File: config.mk
export PLATFORM = sky130hd
export DESIGN_NAME = id_stage_ctrl
export DESIGN_NICKNAME = d
export VERILOG_FILES = /design/src/rtl/id_stage_ctrl_pkg.sv /design/src/rtl/id_stage_ctrl_opcode_classifier.sv /design/src/rtl/id_stage_ctrl.sv
export SDC_FILE = /design/constraint.sdc
export NUM_CORES = 1
export LEC_CHECK = 0
export CORE_ASPECT_RATIO = 0.7
export CORE_MARGIN = 1.5
export CORE_UTILIZATION = 25
export CTS_BUF_LIST = sky130_fd_sc_hd__clkbuf_8
export DETAILED_ROUTE_END_ITERATION = 6
export GPL_ROUTABILITY_DRIVEN = 0
export MAX_ROUTING_LAYER = met4
export PLACE_DENSITY = 0.57
export SETUP_SLACK_MARGIN = 0.1
export SYNTH_ARGS = -nofsm -noshare
export SYNTH_HDL_FRONTEND = slang
export SYNTH_HIERARCHICAL = 1
export SYNTH_SLANG_ARGS = --single-unit
File: constraint.sdc
create_clock -name CLK -period 2.5 [get_ports CLK]
set_clock_uncertainty 0.05 [all_clocks]
set_input_delay 0.625 -clock CLK [delete_from_list [all_inputs] [get_ports CLK]]
set_output_delay 0.625 -clock CLK [all_outputs]
set_load 0.02 [all_outputs]
File: src/rtl/id_stage_ctrl_pkg.sv
// Shared definitions for the decode-stage controller: format codes, opcode
// constants, FSM state encoding and the held-entry record.
// Optional feature macro: ID_SKID_BUF_EN (adds the SKID state).
package id_stage_ctrl_pkg;

  // Instruction format codes presented on OUT_TYPE
  localparam logic [31:0] FMT_R = 32'd0;
  localparam logic [31:0] FMT_I = 32'd1;
  localparam logic [31:0] FMT_S = 32'd2;
  localparam logic [31:0] FMT_B = 32'd3;
  localparam logic [31:0] FMT_U = 32'd4;
  localparam logic [31:0] FMT_J = 32'd5;

  // Major opcodes, INS[6:0]
  localparam logic [6:0] OPC_LOAD   = 7'b0000011;
  localparam logic [6:0] OPC_OP_IMM = 7'b0010011;
  localparam logic [6:0] OPC_AUIPC  = 7'b0010111;
  localparam logic [6:0] OPC_STORE  = 7'b0100011;
  localparam logic [6:0] OPC_OP     = 7'b0110011;
  localparam logic [6:0] OPC_LUI    = 7'b0110111;
  localparam logic [6:0] OPC_BRANCH = 7'b1100011;
  localparam logic [6:0] OPC_JALR   = 7'b1100111;
  localparam logic [6:0] OPC_JAL    = 7'b1101111;
  localparam logic [6:0] OPC_SYSTEM = 7'b1110011;

  typedef enum logic [1:0] {
    ST_EMPTY = 2'd0,
    ST_FULL  = 2'd1
`ifdef ID_SKID_BUF_EN
    ,
    ST_SKID  = 2'd2
`endif
  } state_e;

  // One decoded instruction as held by the stage
  typedef struct packed {
    logic [31:0] ins;
    logic [31:0] pc;
    logic [31:0] fmt;
    logic [31:0] imm;
    logic        illegal;
  } entry_t;

  // Idle-output value: the configured NOP, classified as I with zero immediate
  function automatic entry_t idle_entry(input logic [31:0] nop_ins);
    entry_t e;
    e.ins     = nop_ins;
    e.pc      = 32'd0;
    e.fmt     = FMT_I;
    e.imm     = 32'd0;
    e.illegal = 1'b0;
    return e;
  endfunction

endpackage

File: src/rtl/id_stage_ctrl_opcode_classifier.sv
// Purpose: combinational opcode classifier; maps an instruction word to its
//   format code, illegal flag and sign/zero-extended immediate.
// Ports: ins_i (instruction) -> type_o (format code), illegal_o, imm_o.
module opcode_classifier
  import id_stage_ctrl_pkg::*;
(
  input  logic [31:0] ins_i,
  output logic [31:0] type_o,
  output logic        illegal_o,
  output logic [31:0] imm_o
);

  logic [31:0] imm_i_fmt;
  logic [31:0] imm_s_fmt;
  logic [31:0] imm_b_fmt;
  logic [31:0] imm_u_fmt;
  logic [31:0] imm_j_fmt;

  assign imm_i_fmt = {{21{ins_i[31]}}, ins_i[30:20]};
  assign imm_s_fmt = {{21{ins_i[31]}}, ins_i[30:25], ins_i[11:7]};
  assign imm_b_fmt = {{20{ins_i[31]}}, ins_i[7], ins_i[30:25], ins_i[11:8], 1'b0};
  assign imm_u_fmt = {ins_i[31:12], 12'b0};
  assign imm_j_fmt = {{12{ins_i[31]}}, ins_i[19:12], ins_i[20], ins_i[30:21], 1'b0};

  always_comb begin
    type_o    = FMT_R;
    illegal_o = 1'b0;
    imm_o     = 32'd0;
    case (ins_i[6:0])
      OPC_OP_IMM, OPC_LOAD, OPC_JALR, OPC_SYSTEM: begin
        type_o = FMT_I;
        imm_o  = imm_i_fmt;
      end
      OPC_STORE: begin
        type_o = FMT_S;
        imm_o  = imm_s_fmt;
      end
      OPC_BRANCH: begin
        type_o = FMT_B;
        imm_o  = imm_b_fmt;
      end
      OPC_LUI, OPC_AUIPC: begin
        type_o = FMT_U;
        imm_o  = imm_u_fmt;
      end
      OPC_JAL: begin
        type_o = FMT_J;
        imm_o  = imm_j_fmt;
      end
      OPC_OP: begin
        type_o = FMT_R;
      end
      default: begin
        // Unknown opcode: reported as R-type with no immediate
        type_o    = FMT_R;
        illegal_o = 1'b1;
      end
    endcase
  end

endmodule

File: src/rtl/id_stage_ctrl.sv
// Purpose: decode-stage pipeline register with valid/ready handshake; classifies
//   and extends the immediate on the input path, holds one entry (two with
//   ID_SKID_BUF_EN defined, which also makes IN_READY a register output).
// Ports: CLK, RST_N (async active-low), IN_VALID/IN_READY/IN_INS/IN_PC from fetch,
//   FLUSH, OUT_VALID/OUT_READY/OUT_INS/OUT_PC/OUT_TYPE/OUT_IMM/OUT_ILLEGAL to execute.
module id_stage_ctrl
  import id_stage_ctrl_pkg::*;
#(
  parameter logic [31:0] NOP_INS = 32'h00000013
) (
  input  logic        CLK,
  input  logic        RST_N,
  input  logic        IN_VALID,
  output logic        IN_READY,
  input  logic [31:0] IN_INS,
  input  logic [31:0] IN_PC,
  input  logic        FLUSH,
  output logic        OUT_VALID,
  input  logic        OUT_READY,
  output logic [31:0] OUT_INS,
  output logic [31:0] OUT_PC,
  output logic [31:0] OUT_TYPE,
  output logic [31:0] OUT_IMM,
  output logic        OUT_ILLEGAL
);

  state_e state_q, state_d;
  entry_t main_q, main_d;
  entry_t new_ent;
  entry_t out_ent;

  logic [31:0] cls_type;
  logic        cls_illegal;
  logic [31:0] cls_imm;
  logic        in_fire;
  logic        out_fire;

  opcode_classifier u_classifier (
    .ins_i     (IN_INS),
    .type_o    (cls_type),
    .illegal_o (cls_illegal),
    .imm_o     (cls_imm)
  );

  assign new_ent.ins     = IN_INS;
  assign new_ent.pc      = IN_PC;
  assign new_ent.fmt     = cls_type;
  assign new_ent.imm     = cls_imm;
  assign new_ent.illegal = cls_illegal;

  assign OUT_VALID = (state_q != ST_EMPTY);
  assign in_fire   = IN_VALID & IN_READY;
  assign out_fire  = OUT_VALID & OUT_READY;

`ifdef ID_SKID_BUF_EN
  entry_t skid_q, skid_d;
  logic   in_rdy_q, in_rdy_d;

  // Registered ready: high exactly when the skid slot will be free next cycle.
  // Gated by RST_N so the stage never advertises space while held in reset.
  assign IN_READY = in_rdy_q & RST_N;

  always_comb begin
    state_d = state_q;
    main_d  = main_q;
    skid_d  = skid_q;
    if (FLUSH) begin
      state_d = ST_EMPTY;
    end else begin
      case (state_q)
        ST_EMPTY: begin
          if (in_fire) begin
            state_d = ST_FULL;
            main_d  = new_ent;
          end
        end
        ST_FULL: begin
          if (in_fire && out_fire) begin
            main_d = new_ent;
          end else if (in_fire) begin
            state_d = ST_SKID;
            skid_d  = new_ent;
          end else if (out_fire) begin
            state_d = ST_EMPTY;
          end
        end
        ST_SKID: begin
          // IN_READY is low here, so only a consume can happen
          if (out_fire) begin
            state_d = ST_FULL;
            main_d  = skid_q;
          end
        end
        default: state_d = ST_EMPTY;
      endcase
    end
    in_rdy_d = (state_d != ST_SKID);
  end

  always_ff @(posedge CLK or negedge RST_N) begin
    if (!RST_N) begin
      skid_q   <= '0;
      in_rdy_q <= 1'b1;
    end else begin
      skid_q   <= skid_d;
      in_rdy_q <= in_rdy_d;
    end
  end
`else
  // Single entry: room whenever empty or being drained this cycle
  assign IN_READY = RST_N & (~OUT_VALID | OUT_READY);

  always_comb begin
    state_d = state_q;
    main_d  = main_q;
    if (FLUSH) begin
      state_d = ST_EMPTY;
    end else begin
      case (state_q)
        ST_EMPTY: begin
          if (in_fire) begin
            state_d = ST_FULL;
            main_d  = new_ent;
          end
        end
        ST_FULL: begin
          // An accept here implies a consume, so the new word replaces the old
          if (in_fire) begin
            main_d = new_ent;
          end else if (out_fire) begin
            state_d = ST_EMPTY;
          end
        end
        default: state_d = ST_EMPTY;
      endcase
    end
  end
`endif

  always_ff @(posedge CLK or negedge RST_N) begin
    if (!RST_N) begin
      state_q <= ST_EMPTY;
      main_q  <= '0;
    end else begin
      state_q <= state_d;
      main_q  <= main_d;
    end
  end

  // Idle outputs show the NOP so downstream sees a harmless word when invalid
  assign out_ent     = OUT_VALID ? main_q : idle_entry(NOP_INS);
  assign OUT_INS     = out_ent.ins;
  assign OUT_PC      = out_ent.pc;
  assign OUT_TYPE    = out_ent.fmt;
  assign OUT_IMM     = out_ent.imm;
  assign OUT_ILLEGAL = out_ent.illegal;

endmodule

# ---- Word level (Yosys, flattened, before mapping)
# Cells that the tools add are included.
dict set report totals {
  ff_bits 131
  in_bits 69
  out_inout_bits 131
  wordCells 43
}
dict set report classes {
  n_eq_ne 14
  n_mux 9
  n_bitwise 6
  n_reduce_logical 8
}
# cell n
set ops {}
lappend ops {{$pmux 32 s5} 1}
lappend ops {{$mux 129} 1}
lappend ops {{$eq 7x7->1 const B} 4}
lappend ops {{$eq 7x6->1 const B} 3}
lappend ops {{$pmux 3 s5} 1}
lappend ops {{$eq 7x5->1 const B} 2}
lappend ops {{$reduce_or 10->1} 1}
lappend ops {{$ne 3x3->1 const B} 3}
lappend ops {{$mux 2} 4}
lappend ops {{$eq 7x2->1 const B} 1}
lappend ops {{$reduce_and 3->1} 2}
lappend ops {{$pmux 2 s2} 1}
lappend ops {{$reduce_or 2->1} 2}
lappend ops {{$reduce_or 4->1} 1}
lappend ops {{$and 1x1->1} 3}
lappend ops {{$eq 2x1->1 const B} 1}
lappend ops {{$logic_not 2->1} 1}
lappend ops {{$not 1->1} 2}
lappend ops {{$reduce_bool 2->1} 1}
lappend ops {{$mux 1} 1}
lappend ops {{$or 1x1->1} 1}

# ---- Logic depth before layout (Yosys ltp)
dict set report depth {
  ltp_word 8
  mapped_depth 7
  depth_no_buf 5
}

# ---- Modules after synthesis
# Netlist, hierarchy kept.
# module instances cells_each area_each_um2 seq_area_each_um2
set by_module_without_submodules {}
lappend by_module_without_submodules {id_stage_ctrl 1 420 6108.4 3253.1}
lappend by_module_without_submodules {opcode_classifier 1 115 795.8 0.0}

# ---- Least setup slack after synthesis
# OpenSTA, ideal clock, no wires.
dict set report synth_path {
  path_kind {input -> register}
  start {in IN_INS[3]}
  end {reg main_q[21] (netlist bit)}
  setup_time_ps 64
  arrival_time_ps 1996
  required_time_ps 2386
  slack_ps 391
  path_stages 7
  cell_sequence {buf_6 -> or4_4 -> or2_4 -> a31oi_4 -> buf_6 -> a21o_1 -> mux2_4}
}
dict set report synth_via {
  elab_chain_len 3
  word_cells_on_any_way 12
  classes_between {eq/ne: 9; mux: 1; reduce/logical: 2}
}
# item line_no
set synth_lines {}
lappend synth_lines {{start: declaration} id_stage_ctrl.sv:15} ;# input logic [31:0] IN_INS,
lappend synth_lines {{$eq 7x5->1, or another cell as far along} id_stage_ctrl_opcode_classifier.sv:29} ;# case (ins_i[6:0])
lappend synth_lines {{$reduce_or 4->1 or $reduce_or 2->1 (tied branches)} -}
lappend synth_lines {{$pmux 32 s5 (*)} id_stage_ctrl_opcode_classifier.sv:29}
lappend synth_lines {{named net cls_imm[20]} id_stage_ctrl.sv:34} ;# logic [31:0] cls_imm;
lappend synth_lines {{end signal: assignment} id_stage_ctrl.sv:146} ;# main_q <= main_d;
lappend synth_lines {{end: declaration} id_stage_ctrl.sv:28} ;# entry_t main_q, main_d;
# The timed path passes the listed nets; every way through them passes the cells marked *.
# A chain may end at the register's enable or synchronous reset.

# ---- Final worst setup path
dict set report layout_path {
  start {reg state_q[0]}
  end {out OUT_TYPE[12]}
}
dict set report layout_via {
  elab_chain_len 2
}
# item line_no
set layout_lines {}
lappend layout_lines {{start: declaration} id_stage_ctrl.sv:27} ;# state_e state_q, state_d;
lappend layout_lines {{start signal: assignment} id_stage_ctrl.sv:145} ;# state_q <= state_d;
lappend layout_lines {{$reduce_bool 2->1} id_stage_ctrl.sv:51} ;# assign OUT_VALID = (state_q != ST_EMPTY);
lappend layout_lines {{$mux 129} id_stage_ctrl.sv:151} ;# assign out_ent = OUT_VALID ? main_q : idle_entry(NOP_INS);
lappend layout_lines {{end: declaration} id_stage_ctrl.sv:22} ;# output logic [31:0] OUT_TYPE,
# No other way between the ends.

==> qor.yml <==
outcome:
  status: "finished clean"
power_and_ir_drop:
  finalPower_w: 0.00582
  vdd_ir_drop_max_mv: 0.300
  p_int_w: 0.00426
  power.switching_w: 0.00156
  power_density_mw_per_mm2: 607
  seq_power_share_pct: 44.7
  combPwrFrac_pct: 20.7
  clkPwrFrac_pct: 34.6
  sw_frac_of_total_pct: 26.8
  leakage_nw: 4.91
critical_path:
  cp_max_fo: 18
  worstSetupStartpointType: "register"
  worstPathRequired_ns: 1.82
  crit_chain: "buf_6 > buf_12 > and2_1 > buf_2"
  crit_buf_inv: 3
  arrival_ns: 1.65
  crit_path_max_incr_delay_ns: 0.57
  endpoint_kind: "primary output"
  cp_top_family: "flip-flops"
  cpMaxStageDelayCell: "dfrtp_4"
  criticalPathCategory: "register to primary output"
detailed_routing:
  postRouteAntennaNets: 0
  dr.pass1.iters: 4
  drc: 0
  routed_via_density: 4.02
  wl_um: 18900
  wire_per_inst_um: 16.7
  drt-initial-drc-count: 138
  vias: 4562
die:
  die_x_um: 202
  coreArea_sq_mm: 0.0270
  dieArea_sq_mm: 0.0286
  dieHeight_um: 142
  start_util_pct: 25.6
  pin_count: 200
  num_rows: 50
synthesis:
  yosysWarningCount: 6
  netlist.area_leader.share_pct: 47.1
  ys.flop_type: "dfrtp_1"
  synthTopCellsByCount: "134 x and2_1, 130 x dfrtp_1, 99 x mux2_4, 30 x mux2_2, 29 x buf_4"
  ys_ff_latch: 130
  synthCells: 535
  syn_avg_cell_area_sq_um: 12.9
  ys_types: 38
  synth_edf_count: 0
  ys_async_sr_fraction_pct: 100
  synthesis.area_sq_mm: 0.00690
  seq_area_frac_synth_pct: 47.1
  yosysTopAreaCell: "dfrtp_1"
  synth_most_common_cell: "and2_1"
  synth_area_leaders: "dfrtp_1 47%, mux2_4 22%, and2_1 12%, mux2_2 4.9%, buf_4 3.2%"
timing:
  slew_viol_final: 0
  slew_headroom_pct: 51.6
  setup-violations-final: 0
  fmax_mhz: 430
  worstMarginPinSlew_ns: 0.726
  finalHoldViolations: 0
  timing.final.crit_share_pct: 93.0
  rsz0062_at_grt: "true"
  fin_crit_ns: 2.33
placed_design:
  place_hpwl_um: 12400
  dp.cells: 1095
  io_buffers: 199
global_route:
  grt_pass1_vias: 4751
  grt_overflow: 0
  grt_pass1_wl_um: 28700
  antenna_found_initial: 0
  grt_usage_pct: 13.6
  grt_start_max_net_pins: 131
clock_tree:
  clockBufferDepth: 2
  clkTransAtPathRegs_ns: 0.08
  cts_sinks: 130
  clock-root-buffer: "clkbuf_8"
  clk_latency_ns: 0.44
  cts_htree_levels: 4
  cts_tree: "yes"
  numCtsBuffers: 17
final_layout:
  diodes: 0
  stdcell_count: 1135
  drive_gt1_share_pct: 43.8
  final_util_pct: 35.6
  area_growth_pct: 38.9
  nNetsFinal: 827
  fill_cells: 2701
min_path:
  hold_path_class: "input pin to async pin"
job:
  maxCapViolCount: 0
cells in the final DEF (no fill, tap or decap), types with 2 or more instances in the layout:
cell type          n
a21o_1            19
a21oi_1            6
a22o_1             4
and2_1           133
and4b_1            2
buf_12            13
buf_2             52
buf_4             37
buf_6              9
bufinv_16          3
clkbuf_16          2
clkbuf_2          30
clkbuf_8          21
clkdlybuf4s15_2   25
clkdlybuf4s50_1   67
clkinv_2           2
clkinvlp_4         3
conb_1            29
dfrtp_1          129
dlygate4sd2_1      4
inv_1              3
inv_6              3
mux2_2            30
mux2_4            99
nand2_1            4
nand2b_1           5
nand3_1            4
nor2_1             3
nor2b_1            2
nor3b_1            2
o21ai_0            4
o21ai_1            2
state kept, by name, indices dropped and copies added, names as in the netlist:
name / flops
main_q: 129
state_q: 1
routing by layer:
metal | share of wire (%) | vias up | global-route usage [%]
met3 | 5.4 | 10 | 4.44
met2 | 42 | 122 | 18.9
met1 | 51 | 2238 | 19.0
met5 | 0 | - | -
met4 | 0.90 | 0 | 3.34
li1 | - | 2192 | -
per-stage QoR:
stage	hold slack [ns]	instance area (sq um)	TNS, ns	setup slack [ns]
2_1_floorplan	0.279	7010	0	0.391
3_3_place_gp	0.428	9420	-4.14	-0.185
3_5_place_dp	0.436	9420	-4.37	-0.185
4_1_cts	0.290	9570	0	0.0939
5_1_grt	0.311	9590	0	0.0780
6_report	0.285	9590	0	0.174
worst register-to-register path, cell delays in order, from the launching register on:
cell,delay (ns)
dfrtp_4,0.57
nand2b_1,0.13
buf_4,0.13
nand4b_4,0.14
buf_12,0.20
buf_12,0.18
mux2_4,0.33
cell families after synthesis:
logic type      share of synthesized area [%]
mux                                      26.4
compound gates                           4.57
other cells                            0.0543
buf+inv                                  6.74
flops                                    47.1
simple gates                             15.0
xor+xnor                                0.127
layout make-up:
class                           instances  area [sq um]  share of cell area [%]
Multi-Input combinational cell        365          3300                    34.4
Sequential cell                       130          3260                    34.0
Timing Repair Buffer                  241          2120                    22.2
Tap cell                              364           455                    4.75
Clock buffer                           21           289                    3.01
Clock inverter                         11           149                    1.55
Inverter                                3          11.3                   0.117
path summary, 6_finish.rpt:
path,startpoint,slack (ns),cells after the start,end
setup / recovery,state_q[0],0.17,4,OUT_TYPE[12]
hold / removal,RST_N,0.29,2,main_q[108]
setup reg to reg,state_q[0],0.67,6,main_q[93]
hold reg to reg,main_q[114],0.45,1,main_q[114]
max in group asynchronous,RST_N,1.59,2,state_q[0]
min in group CLK,main_q[114],0.45,1,main_q[114]
repair_timing:
item	CTS	global route
gates resized for setup	381	85
hold endpoints to repair	0	0
pin swaps	0	0
gates cloned	1	3
setup endpoints to repair	127	98
buffers inserted	4	0
hold buffers	0	0
power groups by stage:
stage | registers, W | logic (W) | clock network (W)
after global routing | 0.00265 | 0.00130 | 0.00220
after detailed placement | 0.00263 | 0.00126 | 0
final | 0.00260 | 0.00121 | 0.00201
after global placement | 0.00263 | 0.00125 | 0
after CTS | 0.00260 | 0.00120 | 0.00211
after floorplan | 0.00258 | 0.000811 | 0
Note: power is estimated with default switching activity, not from simulation.
